`config.mk`:
```
export PLATFORM = sky130hd
export DESIGN_NAME = tdm_demux_2ch_flat
export DESIGN_NICKNAME = d
export VERILOG_FILES = /design/src/rtl/tdm_demux_2ch_if.sv /design/src/rtl/tdm_demux_2ch.sv /design/src/flat_wrapper.sv
export SDC_FILE = /design/constraint.sdc
export NUM_CORES = 1
export LEC_CHECK = 0
export ABC_CLOCK_PERIOD_IN_PS = 1600
export CORE_MARGIN = 5
export CORE_UTILIZATION = 40
export DETAILED_ROUTE_END_ITERATION = 8
export PLACE_DENSITY = 0.66
export SLEW_MARGIN = 40
export SYNTH_ARGS = -nofsm -noshare
export SYNTH_HDL_FRONTEND = slang
export SYNTH_SLANG_ARGS = --single-unit
```
`constraint.sdc`:
```
create_clock -name clk -period 1.6 [get_ports clk]
set_input_delay 0.16 -clock clk [delete_from_list [all_inputs] [get_ports clk]]
set_output_delay 0.16 -clock clk [all_outputs]
set_load 0.05 [all_outputs]
```
`src/rtl/tdm_demux_2ch_if.sv`:
```
// Bus bundle for the 2-channel TDM demultiplexer: multiplexed input beat
// plus the per-channel outputs and frame/alignment status.
interface tdm_demux_2ch_if #(
  parameter int unsigned W     = 1,
  parameter int unsigned CNT_W = 8
);
  logic [W-1:0]     din;
  logic             din_valid;
  logic             din_sof;
  logic             clear_err;
  logic [W-1:0]     out0;
  logic [W-1:0]     out1;
  logic             out0_valid;
  logic             out1_valid;
  logic             frame_valid;
  logic [CNT_W-1:0] frame_cnt;
  logic             sync_err;
  logic             locked;

  modport master (
    output din, din_valid, din_sof, clear_err,
    input  out0, out1, out0_valid, out1_valid, frame_valid, frame_cnt,
           sync_err, locked
  );

  modport slave (
    input  din, din_valid, din_sof, clear_err,
    output out0, out1, out0_valid, out1_valid, frame_valid, frame_cnt,
           sync_err, locked
  );
endinterface

```
`src/rtl/tdm_demux_2ch.sv`:
```
// Receive side of a 2-slot TDM link: recovers frame alignment from the SOF
// flag, routes slot samples to registered channel outputs and counts frames.
module tdm_demux_2ch #(
  parameter int unsigned W     = 1,
  parameter int unsigned CNT_W = 8
) (
  input logic             clk,
  input logic             rst_n,
  tdm_demux_2ch_if.slave  bus
);

  localparam int unsigned ST_W = 2;
  localparam logic [ST_W-1:0] ST_HUNT = 2'd0;
  localparam logic [ST_W-1:0] ST_EXP1 = 2'd1;
  localparam logic [ST_W-1:0] ST_EXP0 = 2'd2;

  logic [ST_W-1:0]  state_q, state_d;
  logic [W-1:0]     out0_q, out0_d;
  logic [W-1:0]     out1_q, out1_d;
  logic             out0_v_q, out0_v_d;
  logic             out1_v_q, out1_v_d;
  logic             frame_v_q, frame_v_d;
  logic [CNT_W-1:0] cnt_q, cnt_d;
  logic             err_q, err_d;
  logic             locked_q, locked_d;

  // Next-state: only valid beats move the FSM; a new error overrides clear_err.
  always_comb begin
    state_d   = state_q;
    out0_d    = out0_q;
    out1_d    = out1_q;
    out0_v_d  = 1'b0;
    out1_v_d  = 1'b0;
    frame_v_d = 1'b0;
    cnt_d     = cnt_q;
    err_d     = bus.clear_err ? 1'b0 : err_q;

    if (bus.din_valid) begin
      case (state_q)
        ST_HUNT: begin
          if (bus.din_sof) begin
            out0_d   = bus.din;
            out0_v_d = 1'b1;
            state_d  = ST_EXP1;
          end
        end
        ST_EXP1: begin
          if (bus.din_sof) begin
            // Resync onto the new slot 0; the pending one is abandoned.
            err_d    = 1'b1;
            out0_d   = bus.din;
            out0_v_d = 1'b1;
          end else begin
            out1_d    = bus.din;
            out1_v_d  = 1'b1;
            frame_v_d = 1'b1;
            cnt_d     = cnt_q + CNT_W'(1);
            state_d   = ST_EXP0;
          end
        end
        ST_EXP0: begin
          if (bus.din_sof) begin
            out0_d   = bus.din;
            out0_v_d = 1'b1;
            state_d  = ST_EXP1;
          end else begin
            err_d   = 1'b1;
            state_d = ST_HUNT;
          end
        end
        default: state_d = ST_HUNT;
      endcase
    end

    locked_d = (state_d != ST_HUNT);
  end

  always_ff @(posedge clk or negedge rst_n) begin
    if (!rst_n) begin
      state_q   <= ST_HUNT;
      out0_q    <= '0;
      out1_q    <= '0;
      out0_v_q  <= 1'b0;
      out1_v_q  <= 1'b0;
      frame_v_q <= 1'b0;
      cnt_q     <= '0;
      err_q     <= 1'b0;
      locked_q  <= 1'b0;
    end else begin
      state_q   <= state_d;
      out0_q    <= out0_d;
      out1_q    <= out1_d;
      out0_v_q  <= out0_v_d;
      out1_v_q  <= out1_v_d;
      frame_v_q <= frame_v_d;
      cnt_q     <= cnt_d;
      err_q     <= err_d;
      locked_q  <= locked_d;
    end
  end

  assign bus.out0        = out0_q;
  assign bus.out1        = out1_q;
  assign bus.out0_valid  = out0_v_q;
  assign bus.out1_valid  = out1_v_q;
  assign bus.frame_valid = frame_v_q;
  assign bus.frame_cnt   = cnt_q;
  assign bus.sync_err    = err_q;
  assign bus.locked      = locked_q;

endmodule

```
`src/flat_wrapper.sv`:
```
// flat-port wrapper written by rule: the top's interface ports become plain ports
module tdm_demux_2ch_flat 
#(
  parameter int unsigned W     = 1,
  parameter int unsigned CNT_W = 8
)
  (clk, rst_n, bus_din, bus_din_valid, bus_din_sof, bus_clear_err, bus_out0, bus_out1, bus_out0_valid, bus_out1_valid, bus_frame_valid, bus_frame_cnt, bus_sync_err, bus_locked);
  tdm_demux_2ch_if #(.W(W), .CNT_W(CNT_W)) bus_i ();
  input logic clk;
  input logic rst_n;
  input wire logic [$bits(bus_i.din)-1:0] bus_din;
  input wire logic [$bits(bus_i.din_valid)-1:0] bus_din_valid;
  input wire logic [$bits(bus_i.din_sof)-1:0] bus_din_sof;
  input wire logic [$bits(bus_i.clear_err)-1:0] bus_clear_err;
  output wire logic [$bits(bus_i.out0)-1:0] bus_out0;
  output wire logic [$bits(bus_i.out1)-1:0] bus_out1;
  output wire logic [$bits(bus_i.out0_valid)-1:0] bus_out0_valid;
  output wire logic [$bits(bus_i.out1_valid)-1:0] bus_out1_valid;
  output wire logic [$bits(bus_i.frame_valid)-1:0] bus_frame_valid;
  output wire logic [$bits(bus_i.frame_cnt)-1:0] bus_frame_cnt;
  output wire logic [$bits(bus_i.sync_err)-1:0] bus_sync_err;
  output wire logic [$bits(bus_i.locked)-1:0] bus_locked;
  assign bus_i.din = bus_din;
  assign bus_i.din_valid = bus_din_valid;
  assign bus_i.din_sof = bus_din_sof;
  assign bus_i.clear_err = bus_clear_err;
  assign bus_out0 = bus_i.out0;
  assign bus_out1 = bus_i.out1;
  assign bus_out0_valid = bus_i.out0_valid;
  assign bus_out1_valid = bus_i.out1_valid;
  assign bus_frame_valid = bus_i.frame_valid;
  assign bus_frame_cnt = bus_i.frame_cnt;
  assign bus_sync_err = bus_i.sync_err;
  assign bus_locked = bus_i.locked;
  tdm_demux_2ch #(.W(W), .CNT_W(CNT_W)) u_core (.clk(clk), .rst_n(rst_n), .bus(bus_i));
endmodule
```
==> results by stage <==
Status:
- The run finished with clean final reports.

Clock network:
- Clock tree synthesis selected as its root buffer the cell sky130_fd_sc_hd__clkbuf_4.
- The clock input transition at the sequential cells of the worst setup and hold paths is 80 ps.
- In this run the post-CTS setup repair buffer count came out at 0.
- The clock passes through at most 2 buffers.
- The clock drives 16 sinks.
- CTS built an H-tree with a depth of 1.
- The TritonCTS clock tree is built.
- Buffers inserted during clock tree synthesis total 3.
- The number of buffers inserted for hold repair after clock tree synthesis is 0.
- After clock tree synthesis, the repair step resized 0 gates.
- The worst-skew pair later-pin latency is 270 ps.

Floorplanning:
- Row generation in the floorplan step produced 15 rows.
- The placeable core region is 1780 µm².
- From left edge to right edge, the die measures 53.8 µm.
- The floorplan die height is 53.8 µm.
- The top-level I/O count is 21.
- The effective utilization at floorplan is 43.0%.
- The die covers 2890 µm².

Drt:
- The number of design rule violations left after detail routing is 0.
- The detailed-router iteration count before antenna repair is 2.
- The vias after detailed routing is 542.
- The initial detailed-routing violation count is 6.
- After detailed routing, the number of vias per cell comes to 4.75.
- Dividing the detail-routed wire length by the instance count gives 11.7 µm.
- Wires add up to 1330 µm.
- The antenna violation net count after detailed routing is 0.

Layout:
- The fraction of final layout cells with drive strength greater than 1 is 30.3%.
- The multi-input combinational cell area is 350 µm².
- The signed area change from the synthesized netlist to the final layout is 28.5%.
- The post-layout net count is 103.
- The share of the core filled with cells is 55.3%.
- 0 antenna diodes ended up in the layout.
- The layout has 154 filler cells.
- Across the whole layout, storage elements account for 400 µm².
- Once layout is done, the placed cells without fillers occupy 986 µm².

STA:
- The worst path uses 93.1% of the clock period.
- The clock period minus worst slack is 1490 ps.
- The number of pins with negative max-slew slack in the final report is 0.
- The worst clock skew is 1.83 ps.
- Static timing analysis puts the maximum clock frequency at 671 MHz.
- The slew at the pin closest to its max-slew limit is 302 ps.
- The final-report hold violation count is 0.
- Setup repair after global routing left no endpoint under its margin.
- The post-route setup TNS is 0 ps.
- Across all setup checks in the final design, the least slack found is 110 ps.
- The worst pin sits at a relative slew slack of 79.8%.
- The final number of setup-violating endpoints is 0.

Placed design:
- Detailed placement finished with a half-perimeter wire length of 1060 µm.
- The worst slack at placement is 17.7 ps.
- At the end of routability-driven placement, the weighted congestion stood at 0.798.
- Summing all placed instances gives a cell area of 961 µm².
- In this run the tool buffered the top-level ports with 20 buffer cells.

Power and ir drop:
- The worst-case vdd ir drop is 0.769 mV.
- The reported leakage power is 0.000492 µW.
- The total power per unit cell area is 1730 nW/µm².

Setup path:
- STA classifies the critical path endpoint as a flip-flop.
- Along the worst path, the maximum fanout reaches 5.
- The cell family contributing the most delay on the critical path is simple AND/OR/NAND/NOR gates.
- The number of buffers and inverters on the critical path is 1.
- The worst setup path is launched from a flip-flop.
- Traced cell by cell, the critical path runs through inv_2 > ha_1 > or4b_4 > o221ai_2 > or2_1.
- The startpoint-to-endpoint class of the critical path is flip-flop to flip-flop.
- The required time of the worst setup path is 1820 ps.
- The largest individual stage delay along the critical path comes from the cell sky130_fd_sc_hd__or4b_4.
- On the worst path, the slowest cell contributes a delay of 470 ps.
- The critical path data arrival time is 1710 ps.

Synth:
- The area fraction of the dominant cell type after synthesis is 52.2%.
- The top cell type by total area after synthesis is sky130_fd_sc_hd__dfrtp_1.
- The most used flip-flop cell after synthesis is sky130_fd_sc_hd__dfrtp_1.
- Counting flops and latches in the post-synthesis netlist gives 16.
- The cell count after synthesis came out at 66.
- The mapped cell area is 767 µm².
- The distinct cell type count of the synthesized netlist is 26.
- The share of the yosys chip area belonging to registers is 52.2%.
- The number of nets in the synthesized netlist is 78.
- In this run the mean area of a mapped cell was 11.6 µm².
- For this run, the number of Yosys warnings is 0.
- Counting flops with a built-in enable in the synthesized netlist gives 0.
- After synthesis, the cell types taking the most area are sky130_fd_sc_hd__dfrtp_1, sky130_fd_sc_hd__ha_1, sky130_fd_sc_hd__xnor2_1.
- Counting flops with an async set or reset pin after synthesis yields a share of 100%.

Global routing:
- The via count of the first global-routing pass is 528.
- The initial antenna violation count was 0.
- The wire length of the first global-routing pass is 2240 µm.
- The pin count of the biggest net entering global routing is 17.
- The global-route total usage across every layer is 11.1%.
- Global routing finished with a remaining overflow of 0.

Job:
- The max capacitance violation total is 0.

Worst hold path:
- The type of the worst min-delay path is input port to async pin.
-- path summary, 6_finish.rpt --
check / from / endpoint / slack [ps] / cells after the start
worst max-delay path: u_core.state_q[1] / u_core.bus.locked / 110 / 5
worst min register to register: u_core.bus.frame_cnt[7] / u_core.bus.frame_cnt[7] / 480 / 1
worst min-delay path: rst_n / u_core.bus.frame_cnt[2] / 190 / 2
max in group asynchronous: rst_n / u_core.bus.frame_cnt[1] / 1240 / 2
worst max register to register: u_core.state_q[1] / u_core.bus.locked / 110 / 5
min in group clk: bus_din / u_core.bus.out1 / 450 / 3
-- kinds of logic after synthesis --
logic type | share of synthesized area (%)
AOI/OAI and AO/OA | 7.67
xor gates and xnor gates | 7.99
adders and majority gates | 9.79
buffers and inverters | 2.45
DFF | 52.2
muxes | 1.47
and+or+nand+nor | 18.4
-- stage by stage --
stage | power (µW) | std cells | hold WS (ps)
final | 1710 | 114 | 190
after global routing | 1830 | 114 | 188
after CTS | 1730 | 114 | 186
after detailed placement | 1520 | 111 | 467
after global placement | 1510 | 111 | 462
after floorplan | 1260 | 66 | -136
-- sequential cells by signal, indices dropped and copies added, names as in the netlist --
register and flops:
u_core.bus.out1 1, u_core.bus.frame_cnt 8, u_core.bus.locked 1, u_core.bus.out1_valid 1, u_core.state_q 2, u_core.bus.out0 1
u_core.bus.sync_err 1, u_core.bus.out0_valid 1
-- where the power goes --
part	internal [µW]	switching (µW)
clock network	87.2	109
logic	309	579
registers	519	107
total	915	795
-- cells in the mapped netlist (all sizes together), types with 2 or more instances --
master	instances
a21oi	3
dfrtp	16
ha	6
inv	3
nand2	9
nand3	3
nand3b	2
nand4	2
nor2	3
xnor2	6
-- area by class of cell --
cell class	instances	share of cell area (%)
clock buffer	3	2.28
sequential	16	40.6
multi-input combinational	46	35.5
inverter	3	1.14
timing repair buffer	21	17.3
tap	25	3.17
-- routing by layer --
metal  routed length, µm  up-vias  share of wire (%)  global-route usage [%]
met5                   0        -                  0                       0
met4                  28        0                2.1                    10.2
met3                 102        2                7.7                    1.94
met2                 614       15                 46                    17.1
met1                 584      252                 44                    13.1
li1                    -      273                  -                       -
-- cells in the final DEF, fill, tap and decap left out --
cell type,n
sky130_fd_sc_hd__nand3b_1,1
sky130_fd_sc_hd__o32ai_1,1
sky130_fd_sc_hd__ha_1,5
sky130_fd_sc_hd__nand3_1,3
sky130_fd_sc_hd__a21oi_1,3
sky130_fd_sc_hd__inv_2,2
sky130_fd_sc_hd__nor2_1,2
sky130_fd_sc_hd__nand2b_1,1
sky130_fd_sc_hd__or4b_4,1
sky130_fd_sc_hd__inv_1,1
sky130_fd_sc_hd__clkbuf_4,3
sky130_fd_sc_hd__nor2b_1,1
sky130_fd_sc_hd__nand3b_4,1
sky130_fd_sc_hd__o21ai_1,1
sky130_fd_sc_hd__xnor2_1,6
sky130_fd_sc_hd__clkdlybuf4s50_1,5
sky130_fd_sc_hd__dfrtp_1,16
sky130_fd_sc_hd__and3_1,1
sky130_fd_sc_hd__buf_4,16
sky130_fd_sc_hd__mux2_2,1
sky130_fd_sc_hd__or2_1,1
sky130_fd_sc_hd__o221ai_2,1
sky130_fd_sc_hd__o211ai_1,1
sky130_fd_sc_hd__nand2_1,9
sky130_fd_sc_hd__ha_2,1
sky130_fd_sc_hd__nand4_1,2
sky130_fd_sc_hd__xor2_1,1
sky130_fd_sc_hd__nor2_2,1
sky130_fd_sc_hd__o21a_1,1
(Power assumes the default switching activity.)
